<file path="src/rtl/usb_decoder.sv">
// USB receive decoder: line sync, NRZI decode, bit unstuffing, SE0 EOP detect.
// Optional SYNC pattern check enabled by defining USB_DECODER_SYNC_CHECK_EN.
module usb_decoder #(
  parameter int STUFF_LEN   = 6,
  parameter int EOP_SAMPLES = 2
) (
  input  logic clk,
  input  logic rst,
  input  logic d_plus_in,
  input  logic d_minus_in,
  input  logic rx_shift,
  output logic rx_bit,
  output logic rx_bit_valid,
  output logic rx_active,
  output logic rx_eop,
  output logic rx_stuff_err,
  output logic rx_line_err,
  output logic rx_sync_err
);

  typedef enum logic [2:0] {
    IDLE,
    RECEIVE,
    EOP_WAIT,
    EOP_DONE,
    ERROR
  } state_t;

  state_t     state;
  logic       dp_m, dp_s;
  logic       dm_m, dm_s;
  logic       prev_level;
  logic [2:0] ones_cnt;
  logic [1:0] se0_cnt;

`ifdef USB_DECODER_SYNC_CHECK_EN
  logic [3:0] sync_cnt;
  logic       sync_bad;
`endif

  logic       se0, se1, kstate, jstate;
  logic       raw;
  logic       stuff_slot;
  logic [2:0] ones_inc;
  logic [1:0] se0_inc;
  logic       se0_hit;

  assign se0        = ~dp_s & ~dm_s;
  assign se1        = dp_s & dm_s;
  assign kstate     = ~dp_s & dm_s;
  assign jstate     = dp_s & ~dm_s;
  assign raw        = (dp_s == prev_level);
  assign stuff_slot = (ones_cnt == 3'(STUFF_LEN));
  assign ones_inc   = (ones_cnt == 3'd7) ? 3'd7 : ones_cnt + 3'd1;
  assign se0_inc    = se0_cnt + 2'd1;
  assign se0_hit    = (se0_inc == 2'(EOP_SAMPLES));

  always_ff @(posedge clk) begin
    if (rst) begin
      dp_m         <= 1'b1;
      dp_s         <= 1'b1;
      dm_m         <= 1'b0;
      dm_s         <= 1'b0;
      prev_level   <= 1'b1;
      ones_cnt     <= 3'd0;
      se0_cnt      <= 2'd0;
      state        <= IDLE;
      rx_bit       <= 1'b0;
      rx_bit_valid <= 1'b0;
      rx_active    <= 1'b0;
      rx_eop       <= 1'b0;
      rx_stuff_err <= 1'b0;
      rx_line_err  <= 1'b0;
      rx_sync_err  <= 1'b0;
`ifdef USB_DECODER_SYNC_CHECK_EN
      sync_cnt     <= 4'd0;
      sync_bad     <= 1'b0;
`endif
    end else begin
      dp_m         <= d_plus_in;
      dp_s         <= dp_m;
      dm_m         <= d_minus_in;
      dm_s         <= dm_m;
      rx_bit       <= 1'b0;
      rx_bit_valid <= 1'b0;
      rx_eop       <= 1'b0;
      rx_stuff_err <= 1'b0;
      rx_line_err  <= 1'b0;
      rx_sync_err  <= 1'b0;
      if (rx_shift) begin
        unique case (state)
          IDLE: begin
            if (se1) begin
              rx_line_err <= 1'b1;
            end else if (kstate) begin
              // first K after idle J always decodes as a 0
              prev_level <= 1'b0;
              ones_cnt   <= 3'd0;
              se0_cnt    <= 2'd0;
              rx_active  <= 1'b1;
              state      <= RECEIVE;
`ifdef USB_DECODER_SYNC_CHECK_EN
              sync_cnt   <= 4'd1;
              sync_bad   <= 1'b0;
`else
              rx_bit_valid <= 1'b1;
`endif
            end
          end
          RECEIVE: begin
            if (se0) begin
              if (EOP_SAMPLES == 1) begin
                rx_eop    <= 1'b1;
                rx_active <= 1'b0;
                state     <= EOP_DONE;
              end else begin
                se0_cnt <= 2'd1;
                state   <= EOP_WAIT;
              end
            end else if (se1) begin
              rx_line_err <= 1'b1;
              rx_active   <= 1'b0;
              se0_cnt     <= 2'd0;
              state       <= ERROR;
            end else begin
              prev_level <= dp_s;
              if (stuff_slot) begin
                if (raw) begin
                  rx_stuff_err <= 1'b1;
                  rx_active    <= 1'b0;
                  se0_cnt      <= 2'd0;
                  state        <= ERROR;
                end else begin
                  ones_cnt <= 3'd0;
                end
              end else begin
                ones_cnt <= raw ? ones_inc : 3'd0;
`ifdef USB_DECODER_SYNC_CHECK_EN
                if (sync_cnt[3]) begin
                  rx_bit       <= raw;
                  rx_bit_valid <= 1'b1;
                end else if (sync_cnt == 4'd7) begin
                  sync_cnt <= 4'd8;
                  if (sync_bad || !raw) begin
                    rx_sync_err <= 1'b1;
                    rx_active   <= 1'b0;
                    se0_cnt     <= 2'd0;
                    state       <= ERROR;
                  end
                end else begin
                  sync_bad <= sync_bad | raw;
                  sync_cnt <= sync_cnt + 4'd1;
                end
`else
                rx_bit       <= raw;
                rx_bit_valid <= 1'b1;
`endif
              end
            end
          end
          EOP_WAIT: begin
            if (se0) begin
              if (se0_hit) begin
                rx_eop    <= 1'b1;
                rx_active <= 1'b0;
                se0_cnt   <= 2'd0;
                state     <= EOP_DONE;
              end else begin
                se0_cnt <= se0_inc;
              end
            end else if (se1) begin
              rx_line_err <= 1'b1;
              rx_active   <= 1'b0;
              se0_cnt     <= 2'd0;
              state       <= ERROR;
            end else begin
              // short SE0 glitch: drop the sample, keep the pre-SE0 level
              se0_cnt <= 2'd0;
              state   <= RECEIVE;
            end
          end
          EOP_DONE: begin
            if (jstate) begin
              prev_level <= 1'b1;
              ones_cnt   <= 3'd0;
              se0_cnt    <= 2'd0;
              state      <= IDLE;
            end
          end
          ERROR: begin
            rx_active <= 1'b0;
            if (se0) begin
              if (se0_hit) begin
                se0_cnt <= 2'd0;
                state   <= EOP_DONE;
              end else begin
                se0_cnt <= se0_inc;
              end
            end else begin
              se0_cnt <= 2'd0;
            end
          end
          default: begin
            state <= IDLE;
          end
        endcase
      end
    end
  end

endmodule

</file>
<file path="config.mk">
export PLATFORM = sky130hd
export DESIGN_NAME = usb_decoder
export DESIGN_NICKNAME = d
export VERILOG_FILES = /design/src/rtl/usb_decoder.sv
export SDC_FILE = /design/constraint.sdc
export NUM_CORES = 1
export LEC_CHECK = 0
export CORE_MARGIN = 3
export CORE_UTILIZATION = 55
export DETAILED_ROUTE_END_ITERATION = 16
export HOLD_SLACK_MARGIN = 0.1
export MAX_ROUTING_LAYER = met4
export PLACE_DENSITY = 0.75
export SYNTH_ARGS = -nofsm -noshare
export SYNTH_HDL_FRONTEND = slang
export SYNTH_SLANG_ARGS = --single-unit
</file>
<file path="constraint.sdc">
create_clock -name clk -period 5.65 [get_ports clk]
set_input_delay 1.13 -clock clk [delete_from_list [all_inputs] [get_ports clk]]
set_output_delay 1.13 -clock clk [all_outputs]
set_load 0.05 [all_outputs]
</file>
==> results by group, run 1 <==
Setup path
  – Worst Path Max Fanout: 2
  – Setup crit end kind: output pin
  – Slowest stage cell, crit path: clkdlybuf4s50_1
  – CP cell instances: clkdlybuf4s50_1
  – Worst path max stage delay: 800 ps
  – Reg2Reg Setup Slack: 3550 ps
  – Req. time, crit path: 4520 ps
  – CP Buf/Inv Count: 1
  – CP delay by family, top: buffers and inverters
  – Critical Path Start Type: flop
  – Type of the worst setup path: flop to output pin
  – Crit path arrival time: 1440 ps

Synthesis
  – Post-synth top cells: dfxtp_1 (19), nand2_1 (13), a21oi_1 (10)
  – Area contributors post-synth: dfxtp_1 (33%), ha_1 (7.6%), a21oi_1 (4.3%)
  – Mapped Cells: 135
  – Count of cell types in the netlist: 45
  – Sequential-to-total area share from yosys stat: 32.9%
  – Syn_area_per_cell: 8.57 µm²
  – Synth Cell Area: 1160 µm²
  – Cell with the most instances after synthesis: dfxtp_1
  – Syn_nets: 147
  – Ys async rst share: 0%
  – #FFs+latches synth: 19
  – Main synth FF type: dfxtp_1
  – Top cell type's share of synthesized area: 32.9%
  – Synth area leader: dfxtp_1
  – Synth warn: 0
  – Number of flops mapped to enable cells by yosys: 0

Power and ir drop
  – Worst vdd ir: 0.000149 V
  – Internal power: 0.194 mW
  – Static leakage: 0.471 nW
  – Net Sw Power: 0.0891 mW
  – Sequential Power Share: 52.8%
  – Clock share of power: 24.7%
  – Pwr per Cell Area: 223 nW/µm²
  – Logic pwr share: 22.6%
  – Switch share: 31.5%

STA
  – F_max: 0.389 GHz
  – Relative slew slack: 56.4%
  – WHS: 424 ps
  – Crit share post-route: 45.5%
  – Sum Neg Setup Slack: 0 ps
  – Slew Limit Fails: 0
  – Final min period: 2570 ps
  – Endpoints failing setup: 0
  – Unrepaired setup endpoints after global routing: false
  – Skew final: 4.50 ps
  – Final count of hold timing violations: 0
  – Actual slew at the worst max-slew pin: 653 ps

Layout
  – Final Core Density: 68.3%
  – Area grow syn2layout: 9.62%
  – Number of diodes: 0
  – Nets: 153
  – Final Non-Filler Cells: 165
  – Largest regs: ones_cnt (3), state (3), se0_cnt (2)
  – Design Area, Final: 1270 µm²
  – Layout cell share with drive strength beyond 1: 8.57%

GRT
  – Initial antenna violation count: 0
  – Largest net degree at the start of global routing: 18
  – Aggregate global routing overflow: 0
  – First-pass GRT wire length: 3870 µm
  – Vias in the first global route: 846
  – Total track usage: 19.5%

CTS
  – CTS Buffer Depth: 2
  – CTS Sinks: 19
  – Post-CTS sizing: 0
  – Clk Latency, worst-skew pair: 300 ps
  – Cts hold-fix bufs: 0
  – Clk slew on worst S/H paths: 110 ps
  – Root Driver: clkbuf_4
  – CTS tree: built
  – H-tree levels: 1
  – Postcts setup bufs: 0
  – CTS Buf Count: 3

Routing
  – ANT nets after route: 0
  – DRC: 0
  – Vias: 986
  – DR WL met3: 142 µm
  – DRT Wirelength: 2220 µm
  – Vias/cell: 5.98
  – DR iter-0 viols: 20
  – M1 WL: 1080 µm
  – Routed len/inst: 13.5 µm
  – Drt pass-1 iters: 4
  – Met2 wire length: 964 µm
  – Max Used Layer: met4

Status
  – Status: completed

Placement
  – Placed cell area: 1240 µm²
  – Port bufs: 10
  – Post-DP HPWL: 1580 µm
  – GPL Wtd Cong: 0.845
  – Placed cells: 161

Die
  – Core area: 1860 µm²
  – Ports: 12
  – Die height: 51.9 µm
  – Die Area: 2690 µm²
  – Die Wd: 51.9 µm
  – Starting Density: 62.3%
  – FP Rows: 15

Run
  – Max Cap Viol: 0

Min path
  – HP Class: flop to flop
-- final timing paths --
kind,cells after the start,end,from
worst min register to register,1,dp_s,dp_m
worst min-delay path,1,dp_s,dp_m
worst max-delay path,1,rx_active,rx_active
worst max register to register,6,rx_active,dp_s
-- power groups by stage --
stage / Clock (mW) / Combinational [mW] / Sequential (mW)
floorplan: 0 / 0.0531 / 0.150
global route: 0.0761 / 0.0704 / 0.151
detailed placement: 0 / 0.0630 / 0.152
CTS: 0.0720 / 0.0633 / 0.149
global placement: 0 / 0.0617 / 0.152
finish: 0.0698 / 0.0638 / 0.149
-- final cells by class --
cell class	count	area, µm²
multi-input combinational	102	711
fill	143	589
sequential	19	380
timing repair buffer	10	100
tap	25	31.3
clock buffer	3	22.5
inverter	5	18.8
clock inverter	1	5.00
-- routing by layer --
| metal | GRT usage [%] | vias to the layer above |
|---|---|---|
| met5 | - | - |
| met4 | 7.86 | 0 |
| met3 | 2.58 | 6 |
| met2 | 28.0 | 32 |
| met1 | 27.3 | 461 |
| li1 | - | 487 |
-- layout by cell type, fill, tap and decap left out, types with 2 or more instances in the layout --
master and count:
ha_1 7, nor3_1 4, nor4_1 3, inv_1 5
clkdlybuf4s50_1 10, a21oi_1 10, or3_1 2, nor2_1 8
clkbuf_4 3, dfxtp_1 19, o21a_1 3, o211a_1 2
nand2_1 13, or2_2 2, mux2i_1 2, o21ai_0 6
nand2b_1 3, nor2b_1 8, nand3b_1 4
-- per-stage QoR --
| stage | setup slack [ps] | total power [mW] |
|---|---|---|
| final | 3080 | 0.283 |
| after detailed placement | 2940 | 0.215 |
| after floorplan | 3710 | 0.203 |
| after global placement | 3060 | 0.214 |
| after global routing | 3040 | 0.297 |
| after CTS | 3060 | 0.284 |
-- cells by family (layout without fill, tap and decap cells) --
group                      count (synthesis)  after routing  synth area share, %
muxes                                      2              2                 1.73
adders and majority gates                  7              7                 7.57
DFF                                       19             19                 32.9
xor gates and xnor gates                   2              2                 1.51
buffers and inverters                     14             19                 5.73
and+or+nand+nor                           56             56                 28.8
AOI/OAI and AO/OA                         34             34                 21.5
other                                      1              1                0.324
Note: power is estimated with default switching activity, not from simulation.
==> run 2, diff against run 1 <==
--- a/config.mk
+++ b/config.mk
@@ -6,11 +6,11 @@
 export NUM_CORES = 1
 export LEC_CHECK = 0
 export CORE_MARGIN = 3
-export CORE_UTILIZATION = 55
+export CORE_UTILIZATION = 50
 export DETAILED_ROUTE_END_ITERATION = 16
 export HOLD_SLACK_MARGIN = 0.1
 export MAX_ROUTING_LAYER = met4
-export PLACE_DENSITY = 0.75
+export PLACE_DENSITY = 0.71
 export SYNTH_ARGS = -nofsm -noshare
 export SYNTH_HDL_FRONTEND = slang
 export SYNTH_SLANG_ARGS = --single-unit
==> constraint.sdc (replaced) <==
create_clock -name clk -period 2.34 [get_ports clk]
set_input_delay 0.468 -clock clk [delete_from_list [all_inputs] [get_ports clk]]
set_output_delay 0.468 -clock clk [all_outputs]
set_load 0.05 [all_outputs]
==> run 2 against run 1 <==
Setup slack got worse by 2800 ps. Cell count rose by 3.0%. Sequential share of layout area decreased by 0.58 points. Sequential power is 140% higher. Routed wire length stayed put. First-iteration DRC count did not move. Utilization is 6.1 points lower. Clock skew grew 3.0 ps. Count of clock-buffer cells in the layout unchanged. Critical path depth grew 5. Non-clock buffer count grew 3.
==> results by group, run 2 (synthesis results as in run 1) <==
Status
  – Status: completed

Die
  – FP Rows: 16
  – Ports: 12
  – Core area: 2080 µm²
  – Die height: 54.1 µm
  – Die Wd: 54.1 µm
  – Die Area: 2930 µm²
  – Starting Density: 55.6%

Layout
  – Commonest non-fill, non-tap cell in the layout: dfxtp_1
  – Final Non-Filler Cells: 170
  – Layout cell share with drive strength beyond 1: 10.5%
  – Number of diodes: 0
  – Commonest non-fill, non-tap cells in the layout: dfxtp_1 (19), nand2_1 (13), a21oi_1 (10), clkdlybuf4s50_1 (10)
  – Area grow syn2layout: 11.8%
  – Final Core Density: 62.1%
  – Largest regs: ones_cnt (3), state (3), se0_cnt (2)
  – Nets: 156

Power and ir drop
  – Pwr per Cell Area: 533 nW/µm²
  – Static leakage: 0.487 nW
  – Worst vdd ir: 0.000419 V

STA
  – Endpoints failing setup: 0
  – Final count of hold timing violations: 0
  – Crit share post-route: 86.1%
  – F_max: 0.497 GHz
  – Relative slew slack: 66.5%
  – Skew final: 7.50 ps
  – Final min period: 2010 ps
  – Sum Neg Setup Slack: 0 ps
  – Unrepaired setup endpoints after global routing: false
  – Actual slew at the worst max-slew pin: 502 ps
  – Slew Limit Fails: 0
  – Final WS setup: 326 ps

Setup path
  – CP delay by family, top: compound AO/OA/AOI/OAI gates
  – CP cell instances: inv_1 > ha_1 > a2111oi_0 > o22ai_1 > nor4b_1 > nor3_1
  – Req. time, crit path: 2540 ps
  – Critical Path Start Type: flop
  – Setup crit end kind: flop
  – Crit path arrival time: 2220 ps
  – Type of the worst setup path: flop to flop
  – Slowest stage cell, crit path: a2111oi_0
  – Worst Path Max Fanout: 14
  – Worst path max stage delay: 440 ps
  – CP Buf/Inv Count: 1

Routing
  – Routed len/inst: 13.1 µm
  – Vias/cell: 5.76
  – DRC: 0
  – ANT nets after route: 0
  – DR iter-0 viols: 20
  – Drt pass-1 iters: 4
  – DRT Wirelength: 2220 µm
  – Vias: 979

CTS
  – Root Driver: clkbuf_4
  – H-tree levels: 1
  – CTS tree: built
  – CTS Buffer Depth: 2
  – CTS Buf Count: 3
  – Post-CTS sizing: 0
  – Postcts setup bufs: 0
  – Clk slew on worst S/H paths: 110 ps
  – Cts hold-fix bufs: 0
  – CTS Sinks: 19
  – Clk Latency, worst-skew pair: 310 ps

GRT
  – First-pass GRT wire length: 3950 µm
  – Vias in the first global route: 893
  – Initial antenna violation count: 0
  – Largest net degree at the start of global routing: 18
  – Total track usage: 19.0%
  – Aggregate global routing overflow: 0

Placement
  – Pre-CTS setup slack: 329 ps
  – GPL Wtd Cong: 0.890
  – Placed cells: 166
  – Post-DP HPWL: 1670 µm
  – Port bufs: 10

Min path
  – HP Class: flop to flop

Run
  – Max Cap Viol: 0
[run 2: changes by cell type in the layout (fill, tap and decap cells not counted)]
| cell | delta |
|---|---|
| buf_4 | +3 |
[run 2: cell type report]
cell class	count	area (µm²)
fillers	201	788
multi-input cells	102	711
flip-flops and latches	19	380
repair buffers	13	123
well taps	27	33.8
clock buffers	3	22.5
inverters	5	18.8
clock inverters	1	5.00
[run 2: per-stage QoR]
step	power [mW]	area, µm²	hold WS (ps)
global route	0.728	1290	433
detailed placement	0.524	1270	400
floorplan	0.490	1160	389
CTS	0.696	1290	427
global placement	0.521	1270	397
finish	0.689	1290	422
[run 2: worst reg2reg max path, stage by stage, from the launching register on]
cell	delay, ps
dfxtp_1	430
inv_1	110
ha_1	370
a2111oi_0	450
o22ai_1	190
nor4b_1	310
nor3_1	80
[run 2: metal layers]
layer	global-route usage, %	up-vias	routed length (µm)
li1	-	494	-
met1	26.7	441	1060
met2	26.0	38	964
met3	2.77	6	148
met4	9.54	0	51
met5	-	-	0
[run 2: final timing paths]
check	cells after the start	end	startpoint	slack (ps)
max	6	rx_active	dp_s	330
min	1	dp_s	dp_m	420
max reg2reg	6	rx_active	dp_s	330
min reg2reg	1	dp_s	dp_m	420
[run 2: where the power goes]
group          switching, mW  internal [mW]
logic                 0.0896         0.0721
registers             0.0208          0.336
clock network          0.107         0.0638
total                  0.218          0.472
